$ cat config.mk
export PLATFORM = sky130hd
export DESIGN_NAME = fmes_multi_ch
export DESIGN_NICKNAME = d
export VERILOG_FILES = /design/src/rtl/fmes_pkg.sv /design/src/rtl/fmes_multi_ch_b2bcd.sv /design/src/rtl/fmes_multi_ch.sv
export SDC_FILE = /design/constraint.sdc
export NUM_CORES = 1
export LEC_CHECK = 0
export ABC_AREA = 1
export CAP_MARGIN = 20
export CORE_MARGIN = 2
export CORE_UTILIZATION = 30
export CTS_CLUSTER_DIAMETER = 100
export DETAILED_ROUTE_END_ITERATION = 10
export PLACE_DENSITY = 0.46
export SYNTH_ARGS = -nofsm -noshare
export SYNTH_HDL_FRONTEND = slang
export SYNTH_SLANG_ARGS = --single-unit
$ cat constraint.sdc
create_clock -name clk_i -period 25 [get_ports clk_i]
set_input_delay 2.5 -clock clk_i [delete_from_list [all_inputs] [get_ports clk_i]]
set_output_delay 2.5 -clock clk_i [all_outputs]
set_load 0.1 [all_outputs]
$ cat src/rtl/fmes_pkg.sv
// Shared types and register map for the multi-channel frequency meter.
`timescale 1ns/1ps
package fmes_pkg;

    typedef enum logic [2:0] {S_IDLE, S_ARM, S_GATE, S_CONV, S_DONE} state_e;

    localparam int          CH_STRIDE = 8;
    localparam logic [15:0] ADR_STAT  = 16'h00F0;
    localparam logic [15:0] ADR_OVF_L = 16'h00F1;
    localparam logic [15:0] ADR_OVF_H = 16'h00F2;
    localparam int          DW        = 32;

    // Big-endian byte pick: offset 0 is the most significant byte.
    function automatic logic [7:0] be_byte(input logic [31:0] w, input logic [1:0] sel);
        logic [7:0] b;
        case (sel)
            2'd0:    b = w[31:24];
            2'd1:    b = w[23:16];
            2'd2:    b = w[15:8];
            default: b = w[7:0];
        endcase
        return b;
    endfunction

endpackage

$ cat src/rtl/fmes_multi_ch_b2bcd.sv
// Sequential shift-add-3 binary to BCD converter: one load cycle, then one bit per clock.
`timescale 1ns/1ps
module bin_to_bcd_seq #(
    parameter int CW = 16,
    parameter int DW = 32
) (
    input  logic          clk_i,
    input  logic          rst_i,
    input  logic          ld_i,
    input  logic [CW-1:0] bin_i,
    output logic [DW-1:0] dec_o,
    output logic          done_o
);
    localparam int NW = $clog2(CW + 1);

    logic [CW-1:0] sh_q, sh_d;
    logic [DW-1:0] dec_q, dec_d, adj;
    logic [NW-1:0] cnt_q, cnt_d;

    always_comb begin
        adj = dec_q;
        for (int i = 0; i < DW / 4; i++)
            if (dec_q[4*i +: 4] >= 4'd5) adj[4*i +: 4] = dec_q[4*i +: 4] + 4'd3;
        sh_d  = sh_q;
        dec_d = dec_q;
        cnt_d = cnt_q;
        if (ld_i) begin
            sh_d  = bin_i;
            dec_d = '0;
            cnt_d = NW'(CW);
        end else if (cnt_q != '0) begin
            dec_d = {adj[DW-2:0], sh_q[CW-1]};
            sh_d  = {sh_q[CW-2:0], 1'b0};
            cnt_d = cnt_q - NW'(1);
        end
    end

    always_ff @(posedge clk_i or posedge rst_i) begin
        if (rst_i) begin
            sh_q  <= '0;
            dec_q <= '0;
            cnt_q <= '0;
        end else begin
            sh_q  <= sh_d;
            dec_q <= dec_d;
            cnt_q <= cnt_d;
        end
    end

    // Flags the final shift; dec_o holds the result from the next cycle on.
    assign dec_o  = dec_q;
    assign done_o = (cnt_q == NW'(1));

endmodule

$ cat src/rtl/fmes_multi_ch.sv
// Multi-channel gated frequency meter with shared BCD converter and byte-wide register read port.
`timescale 1ns/1ps
module fmes_multi_ch #(
    parameter int CH      = 4,
    parameter int CW      = 16,
    parameter int GATE_US = 1000
) (
    input  logic          clk_i,
    input  logic          rst_i,
    input  logic          ce1us_i,
    input  logic [CH-1:0] ux_i,
    input  logic          st_i,
    input  logic          cont_i,
    input  logic [15:0]   rd_adr_i,
    output logic [7:0]    rd_dat_o,
    output logic          busy_o,
    output logic          ok_o,
    output logic [CH-1:0] ovf_o
);
    import fmes_pkg::*;

    localparam int GW  = $clog2(GATE_US + 1);
    localparam int CHW = (CH > 1) ? $clog2(CH) : 1;

    state_e                  state_q, state_d;
    logic [CHW-1:0]          ch_q, ch_d;
    logic                    conv_ld_q, conv_ld_d;
    logic [GW-1:0]           gate_q;
    logic                    gate_end;
    logic [CH-1:0]           s1_q, s2_q, s3_q, edge_w;
    logic [CH-1:0][CW-1:0]   cnt_q, pub_bin_q;
    logic [CH-1:0][DW-1:0]   wdec_q, pub_dec_q;
    logic [CH-1:0]           wovf_q, pub_ovf_q;
    logic                    ok_q;
    logic                    cv_ld, cv_done;
    logic [CW-1:0]           cv_bin;
    logic [DW-1:0]           cv_dec;

    always_ff @(posedge clk_i or posedge rst_i) begin
        if (rst_i) begin
            s1_q <= '0;
            s2_q <= '0;
            s3_q <= '0;
        end else begin
            s1_q <= ux_i;
            s2_q <= s1_q;
            s3_q <= s2_q;
        end
    end

    assign edge_w   = s2_q & ~s3_q;
    assign gate_end = ce1us_i && (gate_q == GW'(GATE_US - 1));

    always_ff @(posedge clk_i or posedge rst_i) begin
        if (rst_i) begin
            state_q   <= S_IDLE;
            ch_q      <= '0;
            conv_ld_q <= 1'b0;
        end else begin
            state_q   <= state_d;
            ch_q      <= ch_d;
            conv_ld_q <= conv_ld_d;
        end
    end

    // Next channel is loaded in the same cycle the previous one finishes, so each takes CW+1 clk.
    always_comb begin
        state_d   = state_q;
        ch_d      = ch_q;
        conv_ld_d = conv_ld_q;
        cv_ld     = 1'b0;
        case (state_q)
            S_IDLE: if (st_i) state_d = S_ARM;
            S_ARM:  if (ce1us_i) state_d = S_GATE;
            S_GATE: if (gate_end) begin
                state_d   = S_CONV;
                ch_d      = '0;
                conv_ld_d = 1'b1;
            end
            S_CONV: begin
                cv_ld     = conv_ld_q;
                conv_ld_d = 1'b0;
                if (cv_done) begin
                    if (ch_q == CHW'(CH - 1)) state_d = S_DONE;
                    else begin
                        ch_d      = ch_q + CHW'(1);
                        conv_ld_d = 1'b1;
                    end
                end
            end
            S_DONE:  state_d = cont_i ? S_ARM : S_IDLE;
            default: state_d = S_IDLE;
        endcase
    end

    always_ff @(posedge clk_i or posedge rst_i) begin
        if (rst_i) begin
            cnt_q  <= '0;
            wovf_q <= '0;
            gate_q <= '0;
        end else if (state_q == S_ARM) begin
            cnt_q  <= '0;
            wovf_q <= '0;
            gate_q <= '0;
        end else if (state_q == S_GATE) begin
            if (ce1us_i) gate_q <= gate_q + GW'(1);
            for (int i = 0; i < CH; i++)
                if (edge_w[i]) begin
                    if (&cnt_q[i]) wovf_q[i] <= 1'b1;
                    else           cnt_q[i]  <= cnt_q[i] + CW'(1);
                end
        end
    end

    assign cv_bin = cnt_q[ch_q];

    bin_to_bcd_seq #(.CW(CW), .DW(DW)) u_b2bcd (
        .clk_i  (clk_i),
        .rst_i  (rst_i),
        .ld_i   (cv_ld),
        .bin_i  (cv_bin),
        .dec_o  (cv_dec),
        .done_o (cv_done)
    );

    // Last channel's result is still in the converter during DONE, so it is published from there.
    always_ff @(posedge clk_i or posedge rst_i) begin
        if (rst_i) begin
            wdec_q    <= '0;
            pub_bin_q <= '0;
            pub_dec_q <= '0;
            pub_ovf_q <= '0;
            ok_q      <= 1'b0;
        end else begin
            ok_q <= (state_q == S_DONE);
            if (state_q == S_CONV && conv_ld_q && ch_q != '0)
                wdec_q[ch_q - CHW'(1)] <= cv_dec;
            if (state_q == S_DONE) begin
                pub_bin_q <= cnt_q;
                pub_ovf_q <= wovf_q;
                for (int i = 0; i < CH; i++)
                    pub_dec_q[i] <= (i == CH - 1) ? cv_dec : wdec_q[i];
            end
        end
    end

    assign busy_o = (state_q != S_IDLE);
    assign ok_o   = ok_q;
    assign ovf_o  = pub_ovf_q;

    logic [CW-1:0] sel_bin;
    logic [DW-1:0] sel_dec;
    logic [31:0]   bin32;
    logic [15:0]   ovf16;
    logic          hit;

    always_comb begin
        sel_bin = '0;
        sel_dec = '0;
        hit     = 1'b0;
        for (int i = 0; i < CH; i++)
            if (rd_adr_i >= 16'(i * CH_STRIDE) && rd_adr_i < 16'((i + 1) * CH_STRIDE)) begin
                hit     = 1'b1;
                sel_bin = pub_bin_q[i];
                sel_dec = pub_dec_q[i];
            end
        bin32           = '0;
        bin32[CW-1:0]   = sel_bin;
        ovf16           = '0;
        ovf16[CH-1:0]   = pub_ovf_q;
        rd_dat_o        = '0;
        if (rd_adr_i == ADR_STAT)       rd_dat_o = {busy_o, 7'b0};
        else if (rd_adr_i == ADR_OVF_L) rd_dat_o = ovf16[7:0];
        else if (rd_adr_i == ADR_OVF_H) rd_dat_o = ovf16[15:8];
        else if (hit)                   rd_dat_o = be_byte(rd_adr_i[2] ? sel_dec : bin32, rd_adr_i[1:0]);
    end

endmodule
==> flow_metrics.py <==
metrics = {
    "outcome": {
        "status": "finished, final reports clean",
    },
    "global_routing": {
        "grt_pass1_vias": 17221,
        "grt_antenna_before_repair": 2,
        "grt_overflow": 0,
        "grt_max_degree": 166,
        "grt_pass1_wl_mm": 104,
        "grt.total_usage_pct": 18.8,
    },
    "clock_tree": {
        "post_cts_buffers": 0,
        "cts-htree-levels": 2,
        "cts_sinks": 442,
        "clockBufferDepth": 3,
        "hold_buffers": 0,
        "cts_tree": "done",
        "cts.repair.resized": 0,
        "cts.clk_slew.worst_paths_ns": 0.05,
        "cts_buffers": 52,
        "root_buffer": "clkbuf_16",
        "clkLatencyLatePin_ns": 0.61,
    },
    "critical_path": {
        "arrival_ns": 6.78,
        "cp-start-kind": "input port",
        "endpoint_kind": "primary output",
        "worst-setup-path-type": "in -> out",
        "cp_max_fo": 21,
        "cp_data_required_time_ns": 22.50,
    },
    "route": {
        "drt_iter0_drc": 1556,
        "drt_pass1_iterations": 7,
        "vias": 17495,
        "viasPerCell": 4.91,
        "avgRoutedWirePerCell_microns": 18.7,
        "route.detailed.drc": 0,
        "wl_mm": 66.6,
        "ant_nets": 0,
    },
    "synth": {
        "synth_seq_cells": 442,
        "async_flop_share_pct": 100,
        "avgSynthCellArea_sq_um": 8.10,
        "synth_area_sq_um": 21000,
        "ys_seq_area_share_pct": 52.7,
        "synthTopCellsByArea": "dfrtp_1 53%, nand2_1 15%, o21ai_0 7.5%",
        "synth_edf_count": 0,
        "synth_top_cell_area_share_pct": 52.7,
        "synth_largest_area_cell": "dfrtp_1",
        "syn_nets": 2647,
        "synth_warnings": 0,
        "synth_ff_type": "dfrtp_1",
        "postSynthCellCount": 2593,
        "ys_types": 48,
    },
    "timing": {
        "finalHoldViolCount": 0,
        "min_period_over_period_pct": 37.1,
        "fin_worst_skew_ns": 0.0313,
        "layout_setup_ws_ns": 15.72,
        "setup_viol": 0,
        "timing.final.crit_period_ns": 9.28,
        "grt_setup_unrepaired": "false",
        "holdWs_ns": 0.346,
        "tightest_slew_ns": 1.15,
        "fmax_ghz": 0.108,
        "finalSetupTns_ns": 0,
        "maxSlewViolCount": 0,
        "max_slew_margin_pct": 22.7,
    },
    "floorplanning": {
        "die_h_microns": 269,
        "start_util_pct": 30.4,
        "fp.dieW_microns": 269,
        "dieArea_sq_um": 72100,
        "boundaryPins": 39,
        "num_rows": 96,
        "core_area_sq_um": 68900,
    },
    "placed_design": {
        "post-dp-hpwl_mm": 43.7,
        "placed_cell_area_sq_um": 22300,
        "io_buffers": 38,
        "place_ws_ns": 15.77,
        "place_inst": 3465,
        "gp_congestion": 0.864,
    },
    "final_layout": {
        "final_layout_size_suffix_gt1_share_pct": 6.68,
        "nets": 2644,
        "area_growth_pct": 14.5,
        "antennaDiodeCount": 0,
        "fin_cells": 3565,
        "stdcell_area_sq_um": 24000,
    },
    "power_and_ir_drop": {
        "power.density_nw_per_um2": 90.8,
        "p_leak_nw": 11.2,
        "peakVddDrop_uv": 58.3,
    },
    "run": {
        "maxCapViolCount": 0,
    },
    "hold_path": {
        "hp-class": "reg -> reg",
    },
}
[logic make-up (layout without fill, tap and decap cells)]
kind of cell / Yosys count / count (layout) / synth area share (%)
simple gates: 1228 / 1228 / 24.9
compound gates: 527 / 527 / 13.5
flops: 442 / 442 / 52.7
buf+inv: 350 / 391 / 6.52
fa+ha+maj: 29 / 29 / 1.73
xor+xnor: 17 / 17 / 0.709
[metrics by stage]
stage,power [W],util [%]
after global routing,0.00232,34.9
after detailed placement,0.00143,32.3
final,0.00218,34.9
after global placement,0.00142,32.3
after floorplan,0.00124,-
after CTS,0.00221,34.8
[per-layer routing]
| layer | up-vias | wire length [microns] | part of all wire (%) | track usage (%) |
|---|---|---|---|---|
| met2 | 377 | 30400 | 46 | 29.8 |
| met4 | 2 | 1340 | 2.0 | 4.70 |
| met3 | 88 | 3510 | 5.3 | 2.69 |
| li1 | 8433 | - | - | - |
| met1 | 8595 | 31300 | 47 | 26.8 |
| met5 | - | 11 | 0.017 | 0 |
[worst max-delay path, stage by stage]
cell,delay (ns)
clkdlybuf4s50_1,0.40
nor2_1,0.10
nand2_1,0.14
nor2_2,0.46
nand2_1,0.67
nor2_1,0.65
nand2_1,0.10
nand3_1,0.10
nand3_1,0.08
a21boi_1,0.16
nor2_1,0.05
nor2_1,0.18
clkdlybuf4s50_1,1.19
[path summary, 6_finish.rpt]
path,start,to,slack [ns],depth (start not counted)
min in group asynchronous,rst_i,wdec_q[11],2.44,2
setup / recovery,rd_adr_i[13],rd_dat_o[6],15.72,13
hold reg to reg,s1_q[1],s2_q[1],0.35,0
setup reg to reg,state_q[1],pub_bin_q[46],21.84,7
hold / removal,s1_q[1],s2_q[1],0.35,0
max in group asynchronous,rst_i,cnt_q[48],20.27,4
[flip-flops by register name (all words and copies together), names as in the netlist, 3 cells and up]
register and cells:
gate_q 10, s1_q 4, u_b2bcd.cnt_q 5, wovf_q 4, ovf_o 4, pub_dec_q 128
pub_bin_q 64, u_b2bcd.dec_o 32, state_q 3, s3_q 4, s2_q 4, u_b2bcd.sh_q 16
cnt_q 64, wdec_q 96
[cells in the final DEF (no fill, tap or decap), types with 4 or more instances in the layout]
| cell | instances |
|---|---|
| o31ai_1 | 6 |
| o221ai_1 | 8 |
| o21ai_1 | 33 |
| clkdlybuf4s50_1 | 37 |
| or2_2 | 5 |
| xor2_1 | 17 |
| a31oi_1 | 7 |
| dfrtp_1 | 442 |
| buf_4 | 23 |
| nand2_4 | 4 |
| nor3_2 | 4 |
| nor4_1 | 9 |
| clkbuf_1 | 18 |
| o21ai_0 | 314 |
| nand3_2 | 7 |
| nand2_1 | 866 |
| or2_0 | 4 |
| nor3_1 | 36 |
| o211ai_1 | 8 |
| a211oi_1 | 5 |
| inv_2 | 16 |
| o22ai_1 | 32 |
| nor3_4 | 5 |
| nor2_1 | 100 |
| clkinv_1 | 7 |
| nor3b_1 | 5 |
| nand2_2 | 8 |
| nand4_1 | 13 |
| clkbuf_16 | 54 |
| a21oi_1 | 99 |
| ha_1 | 29 |
| nor2_2 | 7 |
| nand3_1 | 142 |
| nor2_4 | 4 |
| inv_1 | 203 |
| o2111ai_1 | 7 |
| nand3b_1 | 4 |
| clkbuf_8 | 12 |
| clkinv_2 | 9 |
[cell usage after synthesis (all sizes together) (8+ instances only)]
cell and count:
a21oi 99, nand3 149, o211ai 8, dfrtp 442, o221ai 8, nand2 878
inv 221, nor4 9, xor2 17, or2 10, nor2 113, ha 29
nand4 14, clkbuf 89, nor3 45, o21ai 349, o22ai 32, buf 33
[power by group]
part / total, W / internal (W) / switching, W / leakage, nW
clock network: 0.000762 / 0.000453 / 0.000309 / 0.844
registers: 0.000867 / 0.000808 / 0.0000586 / 6.04
logic: 0.000552 / 0.000151 / 0.000401 / 4.35
[area by class of cell]
type,instances,area (sq um)
clock inverters,14,136
fillers,7321,44900
multi-input cells,1801,8570
repair buffers,65,643
inverters,228,868
well taps,931,1160
clock buffers,84,1580
flip-flops and latches,442,11100
No activity file was read; power rests on OpenSTA's default activity.
